File: src/rtl/instr_loader_pkg.sv
`default_nettype none
// ============================================================================
// Module   : instr_loader_pkg
// Purpose  : Shared widths and loader state type for the instruction loader.
// Revision : 1.0
// ============================================================================
package instr_loader_pkg;

    localparam int INSTR_W = 12;
    localparam int NIB_W   = 4;

    typedef enum logic [1:0] {
        LOAD  = 2'd0,
        ISSUE = 2'd1,
        DONE  = 2'd2
    } ldr_state_t;

endpackage
`default_nettype wire

File: src/rtl/instr_loader_if.sv
`default_nettype none
// ============================================================================
// Module   : instr_loader_if
// Purpose  : Nibble input / instruction issue bundle of the instruction loader.
// Revision : 1.0
// ============================================================================
interface instr_loader_if #(
    parameter int NIB_W   = 4,
    parameter int INSTR_W = 12,
    parameter int DEPTH   = 4
);
    logic [NIB_W-1:0]         nib_in;
    logic                     nib_valid;
    logic                     go;
    logic                     clr;
    logic [INSTR_W-1:0]       instr_out;
    logic                     instr_valid;
    logic [$clog2(DEPTH)-1:0] slot;
    logic                     busy;
    logic                     done;
    logic                     overflow;

    modport master (
        output nib_in, nib_valid, go, clr,
        input  instr_out, instr_valid, slot, busy, done, overflow
    );

    modport slave (
        input  nib_in, nib_valid, go, clr,
        output instr_out, instr_valid, slot, busy, done, overflow
    );
endinterface
`default_nettype wire

File: src/rtl/instr_loader_dff.sv
`default_nettype none
// ============================================================================
// Module   : instr_loader_dff
// Purpose  : Enabled register with asynchronous active-high reset to RST_VAL.
// Revision : 1.0
// ============================================================================
module instr_loader_dff #(
    parameter int             W       = 1,
    parameter logic [W-1:0]   RST_VAL = '0
)(
    input  logic         clock,
    input  logic         reset,
    input  logic         en,
    input  logic [W-1:0] d,
    output logic [W-1:0] q
);
    always_ff @(posedge clock or posedge reset) begin
        if (reset) begin
            q <= RST_VAL;
        end else if (en) begin
            q <= d;
        end
    end
endmodule
`default_nettype wire

File: src/rtl/instr_loader_nibble_assembler.sv
`default_nettype none
// ============================================================================
// Module   : instr_loader_nibble_assembler
// Purpose  : Packs three MSB-first nibbles into one instruction word.
// Revision : 1.0
// ============================================================================
module instr_loader_nibble_assembler
    import instr_loader_pkg::*;
#(
    parameter int NIB_W = instr_loader_pkg::NIB_W
)(
    input  logic               clock,
    input  logic               reset,
    input  logic               enable,
    input  logic               flush,
    input  logic [NIB_W-1:0]   nib_in,
    input  logic               nib_valid,
    output logic [3*NIB_W-1:0] word,
    output logic               word_strobe
);
    logic [1:0]       r_beat;
    logic [NIB_W-1:0] r_hi;
    logic [NIB_W-1:0] r_mid;

    // The third nibble is used straight from the pins so the word is ready in its beat.
    assign word        = {r_hi, r_mid, nib_in};
    assign word_strobe = enable & nib_valid & (r_beat == 2'd2);

    always_ff @(posedge clock or posedge reset) begin
        if (reset) begin
            r_beat <= 2'd0;
            r_hi   <= '0;
            r_mid  <= '0;
        end else if (flush) begin
            r_beat <= 2'd0;
        end else if (enable && nib_valid) begin
            case (r_beat)
                2'd0: begin
                    r_hi   <= nib_in;
                    r_beat <= 2'd1;
                end
                2'd1: begin
                    r_mid  <= nib_in;
                    r_beat <= 2'd2;
                end
                default: r_beat <= 2'd0;
            endcase
        end
    end
endmodule
`default_nettype wire

File: src/rtl/instr_loader.sv
`default_nettype none
// ============================================================================
// Module   : instr_loader
// Purpose  : Buffers a short nibble-loaded program and issues it one per cycle.
// Revision : 1.0
// ============================================================================
module instr_loader
    import instr_loader_pkg::*;
#(
    parameter int INSTR_W = instr_loader_pkg::INSTR_W,
    parameter int NIB_W   = instr_loader_pkg::NIB_W,
    parameter int DEPTH   = 4
)(
    input  logic          clock,
    input  logic          reset,
    instr_loader_if.slave bus
);
    localparam int PTR_W = $clog2(DEPTH);
    localparam int CNT_W = PTR_W + 1;
    localparam logic [CNT_W-1:0] C_DEPTH  = CNT_W'(DEPTH);
    localparam logic [1:0]       ST_LOAD  = LOAD;
    localparam logic [1:0]       ST_ISSUE = ISSUE;
    localparam logic [1:0]       ST_DONE  = DONE;

    logic [1:0]         r_state;
    logic [1:0]         w_state_nxt;
    logic [CNT_W-1:0]   r_count;
    logic [CNT_W-1:0]   w_count_nxt;
    logic               w_count_en;
    logic [PTR_W-1:0]   r_rd_ptr;
    logic [PTR_W-1:0]   w_rd_ptr_nxt;
    logic               r_overflow;
    logic [INSTR_W-1:0] r_mem [DEPTH];

    logic [INSTR_W-1:0] w_word;
    logic               w_word_strobe;
    logic               w_in_load;
    logic               w_write;
    logic               w_drop;
    logic               w_go_load;
    logic               w_last;
    logic               w_valid;

    assign w_in_load = (r_state == ST_LOAD);
    assign w_write   = w_word_strobe & (r_count < C_DEPTH);
    assign w_drop    = w_word_strobe & ~(r_count < C_DEPTH);
    // A word completing in the go cycle counts, so go with an empty buffer is still legal then.
    assign w_go_load = w_in_load & bus.go & ((r_count != '0) | w_word_strobe);
    assign w_last    = ({1'b0, r_rd_ptr} == (r_count - CNT_W'(1)));

    instr_loader_nibble_assembler #(
        .NIB_W (NIB_W)
    ) u_asm (
        .clock       (clock),
        .reset       (reset),
        .enable      (w_in_load & ~bus.clr),
        .flush       (bus.clr | w_go_load),
        .nib_in      (bus.nib_in),
        .nib_valid   (bus.nib_valid),
        .word        (w_word),
        .word_strobe (w_word_strobe)
    );

    always_comb begin
        w_state_nxt  = r_state;
        w_rd_ptr_nxt = r_rd_ptr;
        if (bus.clr) begin
            w_state_nxt  = ST_LOAD;
            w_rd_ptr_nxt = '0;
        end else begin
            case (r_state)
                ST_LOAD: begin
                    if (w_go_load) begin
                        w_state_nxt  = ST_ISSUE;
                        w_rd_ptr_nxt = '0;
                    end
                end
                ST_ISSUE: begin
                    w_rd_ptr_nxt = r_rd_ptr + PTR_W'(1);
                    if (w_last) begin
                        w_state_nxt = ST_DONE;
                    end
                end
                ST_DONE: begin
                    if (bus.go) begin
                        w_state_nxt  = ST_ISSUE;
                        w_rd_ptr_nxt = '0;
                    end
                end
                default: w_state_nxt = ST_LOAD;
            endcase
        end
    end

    assign w_count_en  = bus.clr | w_write;
    assign w_count_nxt = bus.clr ? '0 : (r_count + CNT_W'(1));

    instr_loader_dff #(.W(CNT_W)) u_count (
        .clock (clock),
        .reset (reset),
        .en    (w_count_en),
        .d     (w_count_nxt),
        .q     (r_count)
    );

    instr_loader_dff #(.W(PTR_W)) u_rd_ptr (
        .clock (clock),
        .reset (reset),
        .en    (1'b1),
        .d     (w_rd_ptr_nxt),
        .q     (r_rd_ptr)
    );

    always_ff @(posedge clock or posedge reset) begin
        if (reset) begin
            r_state    <= ST_LOAD;
            r_overflow <= 1'b0;
        end else begin
            r_state <= w_state_nxt;
            if (bus.clr) begin
                r_overflow <= 1'b0;
            end else if (w_drop) begin
                r_overflow <= 1'b1;
            end
        end
    end

    always_ff @(posedge clock) begin
        if (w_write) begin
            r_mem[r_count[PTR_W-1:0]] <= w_word;
        end
    end

    assign w_valid         = (r_state == ST_ISSUE);
    assign bus.instr_valid = w_valid;
    assign bus.instr_out   = w_valid ? r_mem[r_rd_ptr] : '0;
    assign bus.slot        = w_valid ? r_rd_ptr : '0;
    assign bus.busy        = w_valid;
    assign bus.done        = (r_state == ST_DONE);
    assign bus.overflow    = r_overflow;
endmodule
`default_nettype wire
File: src/flat_wrapper.sv
// flat-port wrapper written by rule: the top's interface ports become plain ports
module instr_loader_flat import instr_loader_pkg::*;
#(
    parameter int INSTR_W = instr_loader_pkg::INSTR_W,
    parameter int NIB_W   = instr_loader_pkg::NIB_W,
    parameter int DEPTH   = 4
)
  (clock, reset, bus_nib_in, bus_nib_valid, bus_go, bus_clr, bus_instr_out, bus_instr_valid, bus_slot, bus_busy, bus_done, bus_overflow);
  instr_loader_if #(.NIB_W(NIB_W), .INSTR_W(INSTR_W), .DEPTH(DEPTH)) bus_i ();
  input  logic clock;
  input  logic reset;
  input wire logic [$bits(bus_i.nib_in)-1:0] bus_nib_in;
  input wire logic [$bits(bus_i.nib_valid)-1:0] bus_nib_valid;
  input wire logic [$bits(bus_i.go)-1:0] bus_go;
  input wire logic [$bits(bus_i.clr)-1:0] bus_clr;
  output wire logic [$bits(bus_i.instr_out)-1:0] bus_instr_out;
  output wire logic [$bits(bus_i.instr_valid)-1:0] bus_instr_valid;
  output wire logic [$bits(bus_i.slot)-1:0] bus_slot;
  output wire logic [$bits(bus_i.busy)-1:0] bus_busy;
  output wire logic [$bits(bus_i.done)-1:0] bus_done;
  output wire logic [$bits(bus_i.overflow)-1:0] bus_overflow;
  assign bus_i.nib_in = bus_nib_in;
  assign bus_i.nib_valid = bus_nib_valid;
  assign bus_i.go = bus_go;
  assign bus_i.clr = bus_clr;
  assign bus_instr_out = bus_i.instr_out;
  assign bus_instr_valid = bus_i.instr_valid;
  assign bus_slot = bus_i.slot;
  assign bus_busy = bus_i.busy;
  assign bus_done = bus_i.done;
  assign bus_overflow = bus_i.overflow;
  instr_loader #(.INSTR_W(INSTR_W), .NIB_W(NIB_W), .DEPTH(DEPTH)) u_core (.clock(clock), .reset(reset), .bus(bus_i));
endmodule
File: config.mk
export PLATFORM = sky130hd
export DESIGN_NAME = instr_loader_flat
export DESIGN_NICKNAME = d
export VERILOG_FILES = /design/src/rtl/instr_loader_pkg.sv /design/src/rtl/instr_loader_if.sv /design/src/rtl/instr_loader_dff.sv /design/src/rtl/instr_loader_nibble_assembler.sv /design/src/rtl/instr_loader.sv /design/src/flat_wrapper.sv
export SDC_FILE = /design/constraint.sdc
export NUM_CORES = 1
export LEC_CHECK = 0
export CAP_MARGIN = 25
export CORE_MARGIN = 2
export CORE_UTILIZATION = 40
export DETAILED_ROUTE_END_ITERATION = 6
export GPL_TIMING_DRIVEN = 0
export SLEW_MARGIN = 20
export SYNTH_ARGS = -nofsm -noshare
export SYNTH_HDL_FRONTEND = slang
export SYNTH_SLANG_ARGS = --single-unit
File: constraint.sdc
create_clock -name clock -period 2.9 [get_ports clock]
set_input_delay 0.58 -clock clock [delete_from_list [all_inputs] [get_ports clock]]
set_output_delay 0.58 -clock clock [all_outputs]
set_load 0.005 [all_outputs]
==> run summary <==
Worst skew pair latency -> 0.33 ns
Post-Synth Adder-Cell Area -> 3.78%
Clk_skew -> 0.00621 ns
DRC violations left -> 0
Io pins -> 27
# clock sinks -> 66
Nets -> 236
Final hold violation count -> 0
Number of synthesized flops with an enable pin -> 48
Drt pass-1 iters -> 4
Cell Int Power -> 1.77 mW
Max-slew headroom -> 49.3%
Core box area -> 7250 µm²
Largest family of logic cells by synthesized area -> multiplexers
Dpl ws -> 0.316 ns
Largest cells by area after synthesis -> edfxtp_1 (48%), dfrtp_1 (15%), mux4_2 (9.1%)
Initial antenna violation count -> 0
Hold Path Cell Cnt -> 2
Area growth, synth to finish -> 21.4%
Worst min path class -> reg2reg
Simple-Gate Fraction of Synth Area -> 10.7%
Most instantiated library cell after synthesis -> edfxtp_1
Unique masters post-synth -> 40
Flops & latches, synth -> 66
Final setup fails -> 0
Fmax -> 0.364 GHz
Tot GR Track Use -> 13.9%
Row cnt -> 31
Synth cell count leaders -> edfxtp_1 (48), dfrtp_1 (18), and2_1 (17), mux4_2 (12), nor2_1 (10)
Critical path peak fanout -> 10
Crit path DAT -> 2.17 ns
Final worst slack -> 0.153 ns
VDD IR max -> 0.000255 V
CP peak stage delay -> 0.44 ns
Top cell type's share of synthesized area -> 48.3%
Post-route ant nets -> 0
DR vias -> 1,542
Critical Path RT -> 2.32 ns
CTS clk-pin slew, worst paths -> 0.08 ns
Global placer's final weighted congestion -> 0.751
Warnings from Yosys -> 0
# Post-CTS Setup Buffers -> 0
Crit path depth -> 5
Final Cycle Share -> 94.7%
Die area -> 8160 µm²
R2r setup slk -> 0.67 ns
Syn nets -> 198
Lkg Pwr -> 1.33 nW
Crit-path slowest cell -> clkdlybuf4s50_1
Post_cts resized -> 1
Crit path from -> u_core.u_rd_ptr.q[1]
WL/cell -> 16.5 µm
CP delay by family, top -> buffers and inverters
Logic pwr share -> 7.0%
Syn Area/Cell -> 16.6 µm²
R2R Path End -> u_core.r_mem[1][10]
Synthesized area -> 2980 µm²
Post-synthesis mux area share -> 14.1%
H-tree level count -> 3
R2r startpoint -> u_core.r_state[0]
Max-Cap Viols -> 0
Critical path class -> reg2out
FF/Latch Area -> 1890 µm²
Die H -> 90.4 µm
Worst-path cell chain -> buf_2 > buf_2 > mux4_2 > and2_1 > clkdlybuf4s50_1
Syn Inst Count -> 180
Root buf cell -> clkbuf_8
Top flip-flop cell by instance count after synthesis -> edfxtp_1
Synth Area in Compound Gates -> 3.90%
Initial Util -> 41.1%
Min Tclk post-route -> 2.75 ns
FFs w/ async S/R, synth -> 27.3%
P_sw -> 0.477 mW
Post-CTS Hold Fix Bufs -> 0
DRT iter0 DRCs -> 63
Nature of the critical path startpoint -> flip-flop
Chip Width -> 90.4 µm
Antenna diodes -> 0
XOR/XNOR Fraction of Synth Area -> 1.17%
Sw Ratio -> 21.2%
Grt ovf -> 0
Tot Pwr -> 2.25 mW
Vias in the first global route -> 1,590
Vias per inst -> 4.79
IO buf count -> 25
Worst path most repeated cell -> buf_2
Pin count of the biggest net entering global routing -> 19
Crit. End Element -> output pin
Final slew viol count -> 0
Final hold slack -> 0.521 ns
Worst Max-Slew Pin Slew -> 0.760 ns
RSZ-0062 raised after global routing -> no
Proportion of layout cells with a drive suffix above 1 -> 25.6%
Setup TNS -> 0 ns
Outcome -> finished, final reports clean
First-pass GRT wire length -> 8420 µm
Post-synth top area cell -> edfxtp_1
Seq pwr share -> 51.0%
DRT Wirelength -> 5300 µm
Register area share after synthesis -> 63.4%
Reg2Reg Depth -> 6
Filler cells -> 644
DP Wirelength -> 3640 µm
Power Dens Cells -> 620 nW/µm²
Fin util -> 49.9%
Worst Setup EP -> bus_instr_out[9]
CTS tree -> yes
CTS Buf Count -> 9
Buf/Inv on CP -> 3
Area of the multi-input gates -> 1010 µm²
Clock tree buffer depth -> 2
Clk pwr share -> 42.0%
==> worst reg2reg max path, stage by stage, from the launching register on <==
cell     delay (ns)
dfrtp_1        0.41
inv_1          0.11
ha_1           0.15
buf_4          0.16
nand2_2        0.13
nor4_4         0.28
and2_1         0.61
==> state kept, by name, summed over array words and instances, names as in the netlist <==
name,flops
u_core.u_count.q,3
u_core.u_asm.r_mid,4
u_core.r_mem,48
u_core.bus.overflow,1
u_core.u_asm.r_beat,2
u_core.r_state,2
u_core.u_rd_ptr.q,2
u_core.u_asm.r_hi,4
==> power groups by stage <==
stage | Clock [mW] | Combinational [mW] | Sequential [mW]
after detailed placement | 0 | 0.160 | 1.16
after global placement | 0 | 0.156 | 1.16
after CTS | 0.963 | 0.160 | 1.14
after floorplan | 0 | 0.116 | 1.14
after global routing | 1.00 | 0.169 | 1.15
final | 0.944 | 0.158 | 1.14
==> cells in the final DEF, fill, tap and decap left out, types with 2 or more instances in the layout <==
| master | Yosys | final |
|---|---|---|
| mux2_4 | 8 | 8 |
| inv_1 | 7 | 7 |
| dfrtp_1 | 18 | 18 |
| bufinv_16 | 0 | 3 |
| o31ai_1 | 2 | 2 |
| clkbuf_8 | 0 | 9 |
| nor3_1 | 3 | 3 |
| nor2_1 | 10 | 10 |
| and2_1 | 17 | 17 |
| nand2b_1 | 3 | 3 |
| edfxtp_1 | 48 | 48 |
| buf_6 | 2 | 2 |
| buf_2 | 4 | 6 |
| clkdlybuf4s50_1 | 0 | 25 |
| buf_4 | 2 | 2 |
| mux2i_1 | 2 | 2 |
| a21oi_1 | 5 | 5 |
| nor2b_4 | 2 | 2 |
| mux4_2 | 12 | 12 |
| ha_1 | 9 | 9 |
| inv_6 | 0 | 3 |
| xnor2_1 | 2 | 2 |
| xor2_1 | 2 | 2 |
==> worst min path at each step <==
| stage | to | from | slack, ns |
|---|---|---|---|
| 2_1_floorplan | u_core.r_mem[0][10] | u_core.u_asm.r_hi[2] | 0.48 |
| 3_3_place_gp | u_core.bus.overflow | u_core.bus.overflow | 0.49 |
| 3_5_place_dp | u_core.bus.overflow | u_core.bus.overflow | 0.49 |
| 4_1_cts | u_core.bus.overflow | u_core.bus.overflow | 0.52 |
| 5_1_grt | u_core.bus.overflow | u_core.bus.overflow | 0.53 |
| 6_report | u_core.bus.overflow | u_core.bus.overflow | 0.52 |
==> final cells by class <==
| class | count | area share [%] |
|---|---|---|
| buffer | 9 | 1.73 |
| clock inverter | 7 | 3.42 |
| tap | 99 | 3.42 |
| sequential | 66 | 52.2 |
| clock buffer | 9 | 3.42 |
| multi-input combinational | 98 | 27.9 |
| inverter | 7 | 0.725 |
| timing repair buffer | 27 | 7.18 |
==> routing by layer <==
metal	GRT usage (%)	routed length (µm)	vias to the layer above
met3	3.84	131	5
met1	18.8	2530	762
met5	0	0	-
met4	5.38	53	0
met2	21.4	2580	21
li1	-	-	754
==> cell families (layout without fill, tap and decap cells) <==
family / Yosys count / after routing
compound gates: 15 / 15
fa+ha+maj: 9 / 9
xor+xnor: 4 / 4
simple gates: 47 / 47
buf+inv: 16 / 59
flops: 66 / 66
mux: 23 / 23
==> metrics by stage <==
stage	instance area, µm²	std cells
6_report	3620	322
5_1_grt	3620	322
4_1_cts	3620	322
3_5_place_dp	3370	306
3_3_place_gp	3360	304
2_1_floorplan	2980	180
(Power assumes the default switching activity.)
